$ cat config.mk
export PLATFORM = sky130hd
export DESIGN_NAME = fifo_wr_arbiter
export DESIGN_NICKNAME = d
export VERILOG_FILES = /design/src/rtl/fifo_arb_pkg.sv /design/src/rtl/fifo_wr_arbiter_rr_picker.sv /design/src/rtl/fifo_wr_arbiter.sv
export SDC_FILE = /design/constraint.sdc
export NUM_CORES = 1
export LEC_CHECK = 0
export CAP_MARGIN = 10
export CORE_ASPECT_RATIO = 0.9
export CORE_MARGIN = 3
export CORE_UTILIZATION = 36
export DETAILED_ROUTE_END_ITERATION = 10
export PLACE_DENSITY = 0.82
export SLEW_MARGIN = 20
export SYNTH_ARGS = -nofsm -noshare
export SYNTH_HDL_FRONTEND = slang
export SYNTH_SLANG_ARGS = --single-unit
$ cat constraint.sdc
create_clock -name clk -period 1.91 [get_ports clk]
set_clock_uncertainty 0.2 [all_clocks]
set_input_delay 0.2865 -clock clk [delete_from_list [all_inputs] [get_ports clk]]
set_output_delay 0.2865 -clock clk [all_outputs]
set_load 0.01 [all_outputs]
$ cat src/rtl/fifo_arb_pkg.sv
// Shared types and helpers for the FIFO write-port arbiter.
// Latency: n/a (types, constants and pure functions only).
// Backpressure: n/a.
package fifo_arb_pkg;

    typedef enum logic {IDLE, GRANT} arb_state_e;

    // Widest requester vector the generic pick function handles.
    localparam int MAX_REQ = 32;
    localparam int IDX_W   = 5;

    // Index width for n requesters; never narrower than one bit.
    function automatic int idx_width(input int n);
        return (n > 1) ? $clog2(n) : 1;
    endfunction

    // Round-robin search starting just after 'last', wrapping modulo nreq.
    // 'last' itself is the final candidate, so a lone requester is regranted.
    function automatic logic [IDX_W-1:0] rr_pick(input logic [MAX_REQ-1:0] valid,
                                                 input logic [IDX_W-1:0]   last,
                                                 input int                 nreq);
        logic [IDX_W-1:0] idx;
        logic             found;
        int               c;
        idx   = '0;
        found = 1'b0;
        for (int k = 1; k <= MAX_REQ; k++) begin
            c = (int'(last) + k) % nreq;
            if (k <= nreq && !found && valid[c[IDX_W-1:0]]) begin
                idx   = c[IDX_W-1:0];
                found = 1'b1;
            end
        end
        return idx;
    endfunction

endpackage

$ cat src/rtl/fifo_wr_arbiter_rr_picker.sv
// Combinational round-robin search over NREQ valid bits.
// Latency: 0 cycles (pure combinational).
// Backpressure: none; the caller decides when the pick is used.
module rr_picker
    import fifo_arb_pkg::*;
#(
    parameter int NREQ = 4,
    parameter int IDW  = 2
) (
    input  logic [NREQ-1:0] valid,
    input  logic [IDW-1:0]  last,
    output logic [IDW-1:0]  idx,
    output logic            any
);

    logic [MAX_REQ-1:0] valid_ext;
    logic [IDX_W-1:0]   pick;

    // Widen to the package search width and narrow the result back.
    always_comb begin
        valid_ext            = '0;
        valid_ext[NREQ-1:0]  = valid;
        pick                 = rr_pick(valid_ext, IDX_W'(last), NREQ);
        idx                  = IDW'(pick);
        any                  = |valid;
    end

endmodule

$ cat src/rtl/fifo_wr_arbiter.sv
// Round-robin, burst-locked sharing of one FIFO write port; words tagged {owner, data}.
// Latency: first write 1 cycle after valid seen in IDLE; back-to-back grants have no bubble.
// Backpressure: fifo_full stalls the owner (ready=0, no write) without releasing; FIFO_WR_ARBITER_STATS_EN adds grant_cnt.
module fifo_wr_arbiter
    import fifo_arb_pkg::*;
#(
    parameter  int NREQ      = 4,
    parameter  int DWIDTH    = 8,
    parameter  int MAX_BURST = 4,
    localparam int IDW       = idx_width(NREQ)
) (
    input  logic                  clk,
    input  logic                  rst,
    input  logic [NREQ-1:0]       req_valid,
    input  logic [DWIDTH-1:0]     req_data [NREQ],
    output logic [NREQ-1:0]       req_ready,
    input  logic                  fifo_full,
    output logic                  fifo_wr_en,
    output logic [IDW+DWIDTH-1:0] fifo_din,
    output logic                  busy
`ifdef FIFO_WR_ARBITER_STATS_EN
    ,
    output logic [15:0]           grant_cnt [NREQ]
`endif
);

    localparam int BW = $clog2(MAX_BURST + 1);

    arb_state_e       state;
    logic [IDW-1:0]   owner;
    logic [IDW-1:0]   last;
    logic [BW-1:0]    beat_cnt;

    logic [IDW-1:0]   pick_last;
    logic [IDW-1:0]   pick_idx;
    logic             pick_any;
    logic             last_beat;
    logic             rel_now;

    // On a release 'last' becomes the owner in the same cycle, so search from the owner.
    always_comb begin
        pick_last = (state == GRANT) ? owner : last;
    end

    rr_picker #(
        .NREQ (NREQ),
        .IDW  (IDW)
    ) u_picker (
        .valid (req_valid),
        .last  (pick_last),
        .idx   (pick_idx),
        .any   (pick_any)
    );

    // Port muxing: everything quiet in IDLE, owner's channel exposed in GRANT.
    always_comb begin
        req_ready  = '0;
        fifo_wr_en = 1'b0;
        fifo_din   = '0;
        busy       = 1'b0;
        if (state == GRANT) begin
            busy             = 1'b1;
            req_ready[owner] = !fifo_full;
            fifo_wr_en       = req_valid[owner] && !fifo_full;
            fifo_din         = {owner, req_data[owner]};
        end
    end

    // Release when the owner goes quiet or its final permitted beat is written.
    always_comb begin
        last_beat = fifo_wr_en && (beat_cnt == BW'(MAX_BURST - 1));
        rel_now   = !req_valid[owner] || last_beat;
    end

    // Grant FSM with burst accounting; a new grant follows a release with no idle cycle.
    always_ff @(posedge clk) begin
        if (rst) begin
            state    <= IDLE;
            owner    <= '0;
            last     <= IDW'(NREQ - 1);
            beat_cnt <= '0;
        end else begin
            case (state)
                IDLE: begin
                    if (pick_any) begin
                        state    <= GRANT;
                        owner    <= pick_idx;
                        beat_cnt <= '0;
                    end
                end
                GRANT: begin
                    if (rel_now) begin
                        last     <= owner;
                        beat_cnt <= '0;
                        if (pick_any) begin
                            owner <= pick_idx;
                        end else begin
                            state <= IDLE;
                        end
                    end else if (fifo_wr_en) begin
                        beat_cnt <= beat_cnt + BW'(1);
                    end
                end
                default: state <= IDLE;
            endcase
        end
    end

`ifdef FIFO_WR_ARBITER_STATS_EN
    // Per-requester accepted-beat counters, saturating at all ones.
    always_ff @(posedge clk) begin
        if (rst) begin
            for (int i = 0; i < NREQ; i++) begin
                grant_cnt[i] <= '0;
            end
        end else if (fifo_wr_en && grant_cnt[owner] != 16'hFFFF) begin
            grant_cnt[owner] <= grant_cnt[owner] + 16'd1;
        end
    end
`endif

endmodule

==> impl_metrics.ini, run 1 <==
[synthesis]
async_flop_share = 0
synth-seq-area-share = 0.1844
ys.flop_type = dfxtp_1
synth_nets = 133
synth-warning-count = 0
synth_common_cells = and2_1, dfxtp_1, mux4_2
syn_area_per_cell_sq_um = 9.438
ys_seq_elements = 8
synth_area_leaders = mux4_2, dfxtp_1, and2_1, mux2_4, mux4_1
synth_top_area_cell = mux4_2
synthDistinctLibCells = 36
syn_area_sq_um = 868.3
syn_inst = 92
synth-edff-count = 0
yosysTopAreaCellShare = 0.2075
yosysMostFrequentCell = and2_1

[floorplan]
io_pins = 55
fp.coreArea_sq_um = 2242
placementRows = 16
initial_core_util = 0.3873
fp.dieArea_sq_um = 3038
die_h_um = 52.59
die_x_um = 57.77

[timing]
worst_slack_ns = -0.1296
slew_viol_final = 0
relSlewSlack = 0.7599
hold_viol = 0
fin_crit_sh = 1.068
tightest_slew_ns = 0.3564
max_freq_mhz = 490.3
finalSetupTns_ns = -0.7238
min_period_ns = 2.040
setup_violations = 8
rsz0062_at_grt = true

[drt]
drc = 0
viasPerCell = 5.389
first_pass_iters = 4
finalWirelength_um = 2812
route.antenna.remaining_nets = 0
vias = 1024
wire_per_inst_um = 14.80
drt_iter0_drc = 13

[critical_path]
path_cells = buf_6 > buf_12 > mux4_2 > and2_1 > buf_2
cp_top_family = multiplexers
critical_path_buf_inv_count = 3
critical_path_class = reg -> out
arrival_ns = 1.55
cp_max_fo = 3
cpPeakStageDelay_ns = 0.47
cpMaxStageDelayCell = mux4_2
cp-end-kind = primary output
critPathLaunchType = register
cp.required_ns = 1.42

[clock_tree]
cts_buffers = 3
cts_tree = yes
clock_sinks = 8
clock_latency_ns = 0.25
ctsHoldBuffers = 0
clkTransAtPathRegs_ns = 0.06
ctsRootBufferMaster = clkbuf_4
htree_levels = 1
cts.path.max_buffers = 2

[run]
cap_viol_max_count = 0

[placed_design]
gp_congestion = 0.8191
placed_cell_area_sq_um = 1521
post-dp-hpwl_um = 2210
port_buffers = 54

[pwr]
clock_power_share = 0.163
pwr-share-comb = 0.596
seqPwrFrac = 0.241
p_switching_w = 0.0002506
switching_share = 0.3084
fin_total_pwr_w = 0.0008125
intPower_w = 0.0005619
vdd_drop_max_uv = 418.5
leakagePower_nw = 0.6930
p_per_area_nw_per_um2 = 495.3

[cells_and_area]
final_nets = 206
multiInputGateArea_sq_um = 695.7
design_area_sq_um = 1640
antenna_cells = 0
syn_to_final_growth_pct = 88.90
drive_gt1_frac = 0.3620
fillers = 172
seqCellArea_sq_um = 163.9

[global_routing]
grt_pass1_wl_um = 4388
grt_max_degree = 16
grt_usage = 0.1852
grt_antenna_before_repair = 0
gr-total-overflow = 0
first_global_vias = 961

[outcome]
violations = negative setup slack
outcome = finished with violations

[worst_hold_path]
worstHoldPathType = reg -> reg
routing by layer:
layer	routed length, um	track usage	share of wire
met1	1129	0.2135	0.40
met5	0	0	0
met4	14	0.02317	0.0050
met2	1453	0.3496	0.52
met3	214	0.04926	0.076
cell families after synthesis:
| family | synth area share |
|---|---|
| compound gates | 0.1859 |
| fa+ha+maj | 0.02881 |
| buf+inv | 0.06917 |
| flops | 0.1844 |
| mux | 0.3127 |
| simple gates | 0.2190 |
worst reg2reg max path: cells and delay by family, from the launching register on:
family	cells	cell delay, ns
flip-flops	1	0.35
AO/OA/AOI/OAI	3	0.62
buffers and inverters	2	0.26
multiplexers	1	0.32
layout by cell type (no fill, tap or decap), types with 2 or more instances in the layout:
cell type        instances
clkdlybuf4s50_1         38
buf_4                   14
buf_6                   10
mux4_2                   8
dlygate4sd2_1            6
and2_1                   5
and2_4                   5
nor2_1                   5
inv_1                    5
dfxtp_1                  5
buf_2                    5
nand2b_1                 4
nor2b_1                  3
a21oi_1                  3
nand2_1                  3
o32ai_1                  3
clkbuf_4                 3
dfxtp_2                  3
mux2_4                   2
and3_1                   2
o21ai_0                  2
a22oi_1                  2
a211oi_1                 2
a31oi_1                  2
a21boi_0                 2
ha_1                     2
power groups by stage:
stage	registers (W)	logic [W]	clock network, W
4_1_cts	0.000195	0.000441	0.000135
6_report	0.000196	0.000484	0.000132
3_3_place_gp	0.000195	0.000421	0
5_1_grt	0.000198	0.000520	0.000144
2_1_floorplan	0.000193	0.000233	0
3_5_place_dp	0.000195	0.000433	0
flip-flops by register name, indices dropped and copies added (netlist names):
signal	count
state	1
owner	2
beat_cnt	3
last	2
final cells by class:
cell class,instances,area share
Timing Repair Buffer,75,0.4302
Multi-Input combinational cell,72,0.4241
Sequential cell,8,0.09992
Tap cell,27,0.02060
Clock buffer,3,0.01373
Inverter,5,0.01144
final timing paths:
kind,start,to,slack [ns],cells past startpoint
max,owner[0],fifo_din[4],-0.13,5
min,beat_cnt[0],beat_cnt[0],0.29,1
max reg2reg,owner[1],owner[1],0.08,6
min reg2reg,beat_cnt[0],beat_cnt[0],0.29,1
metrics by stage:
step / instances / utilization / hold WS [ns] / setup slack, ns
2_1_floorplan: 92 / - / 0.2282 / 0.05127
3_3_place_gp: 182 / 0.6786 / 0.2430 / -0.3494
3_5_place_dp: 182 / 0.6786 / 0.2807 / -0.3809
4_1_cts: 188 / 0.6953 / 0.2893 / -0.1561
5_1_grt: 190 / 0.7316 / 0.3124 / -0.1859
6_report: 190 / 0.7316 / 0.2865 / -0.1296
timing repair:
item                                    4_1_cts  5_1_grt
gates resized for setup                      54       14
pin swaps                                     7        2
setup buffers                                 3        2
endpoints found under the setup margin       15       15
gates cloned                                  0        0
(Power assumes the default switching activity.)
==> run 2, diff against run 1 <==
CTS_CLUSTER_DIAMETER = 40   (was unset)
REMOVE_ABC_BUFFERS = 1   (was unset)
==> run 2 against run 1 <==
The run still ends with negative setup slack left. Wire length is 0.21% higher. Maximum frequency is 2.8% lower. Design area increased by 1.2%. Sequential share of layout area is essentially flat. Utilization rose by 0.89 points. Worst hold slack worse by 0.0031 ns. First-iteration DRC count increased by 54%. Largest power group unchanged.
==> impl_metrics.ini, run 2 (synthesized netlist as in run 1, its figures left out) <==
[outcome]
outcome = finished with violations
violations = negative setup slack

[drt]
top_layer = met4
finalWirelength_um = 2818
wl_met1_um = 1081
drt_iter0_drc = 20
vias = 1031
wire_per_inst_um = 14.83
viasPerCell = 5.426
first_pass_iters = 4
wl_met3_um = 188
wl_met2_um = 1519
route.antenna.remaining_nets = 0
drc = 0

[pwr]
p_per_area_nw_per_um2 = 503.2
vdd_drop_max_uv = 418.5
leakagePower_nw = 0.7032

[timing]
fin_crit_sh = 1.099
tightest_slew_ns = 0.2873
slew_viol_final = 0
worst_slack_ns = -0.1887
finalSetupTns_ns = -0.8724
rsz0062_at_grt = true
min_period_ns = 2.099
relSlewSlack = 0.8067
hold_viol = 0
max_freq_mhz = 476.5
setup_violations = 8

[floorplan]
io_pins = 55
die_h_um = 52.59
die_x_um = 57.77
fp.coreArea_sq_um = 2242
initial_core_util = 0.3873
fp.dieArea_sq_um = 3038
placementRows = 16

[critical_path]
path_cells = buf_12 > buf_12 > mux4_2 > and2_4 > buf_6
crit_top_cell = buf_12
cp-end-kind = primary output
cp_max_fo = 4
critical_path_buf_inv_count = 3
critical_path_class = reg -> out
cpMaxStageDelayCell = mux4_2
critPathLaunchType = register
cp_top_family = multiplexers
cpPeakStageDelay_ns = 0.48
cp.required_ns = 1.42
arrival_ns = 1.61

[global_routing]
grt_antenna_before_repair = 0
grt_usage = 0.1863
grt_pass1_wl_um = 4457
first_global_vias = 1031
grt_max_degree = 17
gr-total-overflow = 0

[cells_and_area]
seqCellArea_sq_um = 166.4
largest_register_ffs = 3
final_common_cell = clkdlybuf4s50_1
design_area_sq_um = 1660
multiInputGateArea_sq_um = 684.4
reg_top3 = beat_cnt (3), last (2), owner (2)
drive_gt1_frac = 0.3620
fillers = 168
largest_register = beat_cnt
antenna_cells = 0
layoutNonFillerInstCount = 190
syn_to_final_growth_pct = 91.21
final_nets = 206
final_cell_mix = clkdlybuf4s50_1, buf_4, mux4_2, buf_6, and2_4

[placed_design]
port_buffers = 54
gp_congestion = 0.8700
place_ws_ns = -0.3754
placed_cell_area_sq_um = 1526
dp.cells = 181
post-dp-hpwl_um = 2165

[clock_tree]
cts.path.max_buffers = 2
ctsRootBufferMaster = clkbuf_4
clock_sinks = 8
cts_tree = yes
cts_buffers = 3
htree_levels = 1
clock_latency_ns = 0.25
clkTransAtPathRegs_ns = 0.05

[worst_hold_path]
worstHoldPathType = reg -> reg

[run]
cap_viol_max_count = 0
==> run 2: layout make-up <==
type	instances	share of cell area
multi-input combinational	72	0.4122
clock buffer	3	0.01356
timing repair buffer	75	0.4424
inverter	5	0.01130
tap	27	0.02035
sequential	8	0.1002
==> run 2: worst reg2reg max path, delay by kind of cell, from the launching register on <==
| family | cells | cell delay [ns] |
|---|---|---|
| AOI/OAI and AO/OA | 2 | 0.27 |
| muxes | 1 | 0.62 |
| buffers and inverters | 1 | 0.18 |
| DFF | 1 | 0.38 |
| and+or+nand+nor | 1 | 0.12 |
==> run 2: final timing paths <==
path                     from          end  slack, ns  depth (start not counted)
setup / recovery     owner[0]  fifo_din[0]      -0.19                          5
hold / removal    beat_cnt[0]  beat_cnt[0]       0.28                          1
setup reg to reg     owner[0]      last[1]       0.05                          5
hold reg to reg   beat_cnt[0]  beat_cnt[0]       0.28                          1
==> run 2: through the flow <==
step / util / total power, W / hold slack, ns
global route: 0.7405 / 0.0008846 / 0.3096
global placement: 0.6808 / 0.0006193 / 0.2450
CTS: 0.7059 / 0.0007876 / 0.2940
detailed placement: 0.6808 / 0.0006326 / 0.2798
floorplan: - / 0.0004067 / 0.1589
finish: 0.7405 / 0.0008355 / 0.2834
==> run 2: metal layers <==
layer,track usage,vias up
met5,0,-
met4,0.01931,0
met3,0.03448,5
met2,0.3835,37
met1,0.2000,491
li1,-,498
==> run 2: repair_timing <==
action | CTS | global route
endpoints found under the setup margin | 15 | 10
buffers inserted | 4 | 2
gates cloned | 1 | 0
hold buffers | 0 | 0
resized for setup | 54 | 16
pin swaps | 6 | 4
endpoints found under the hold margin | 0 | 0
==> run 2: power by group <==
group          switching, W  total, W  internal, W
sequential        0.0000180  0.000202     0.000184
clock             0.0000553  0.000127    0.0000717
combinational      0.000179  0.000507     0.000328
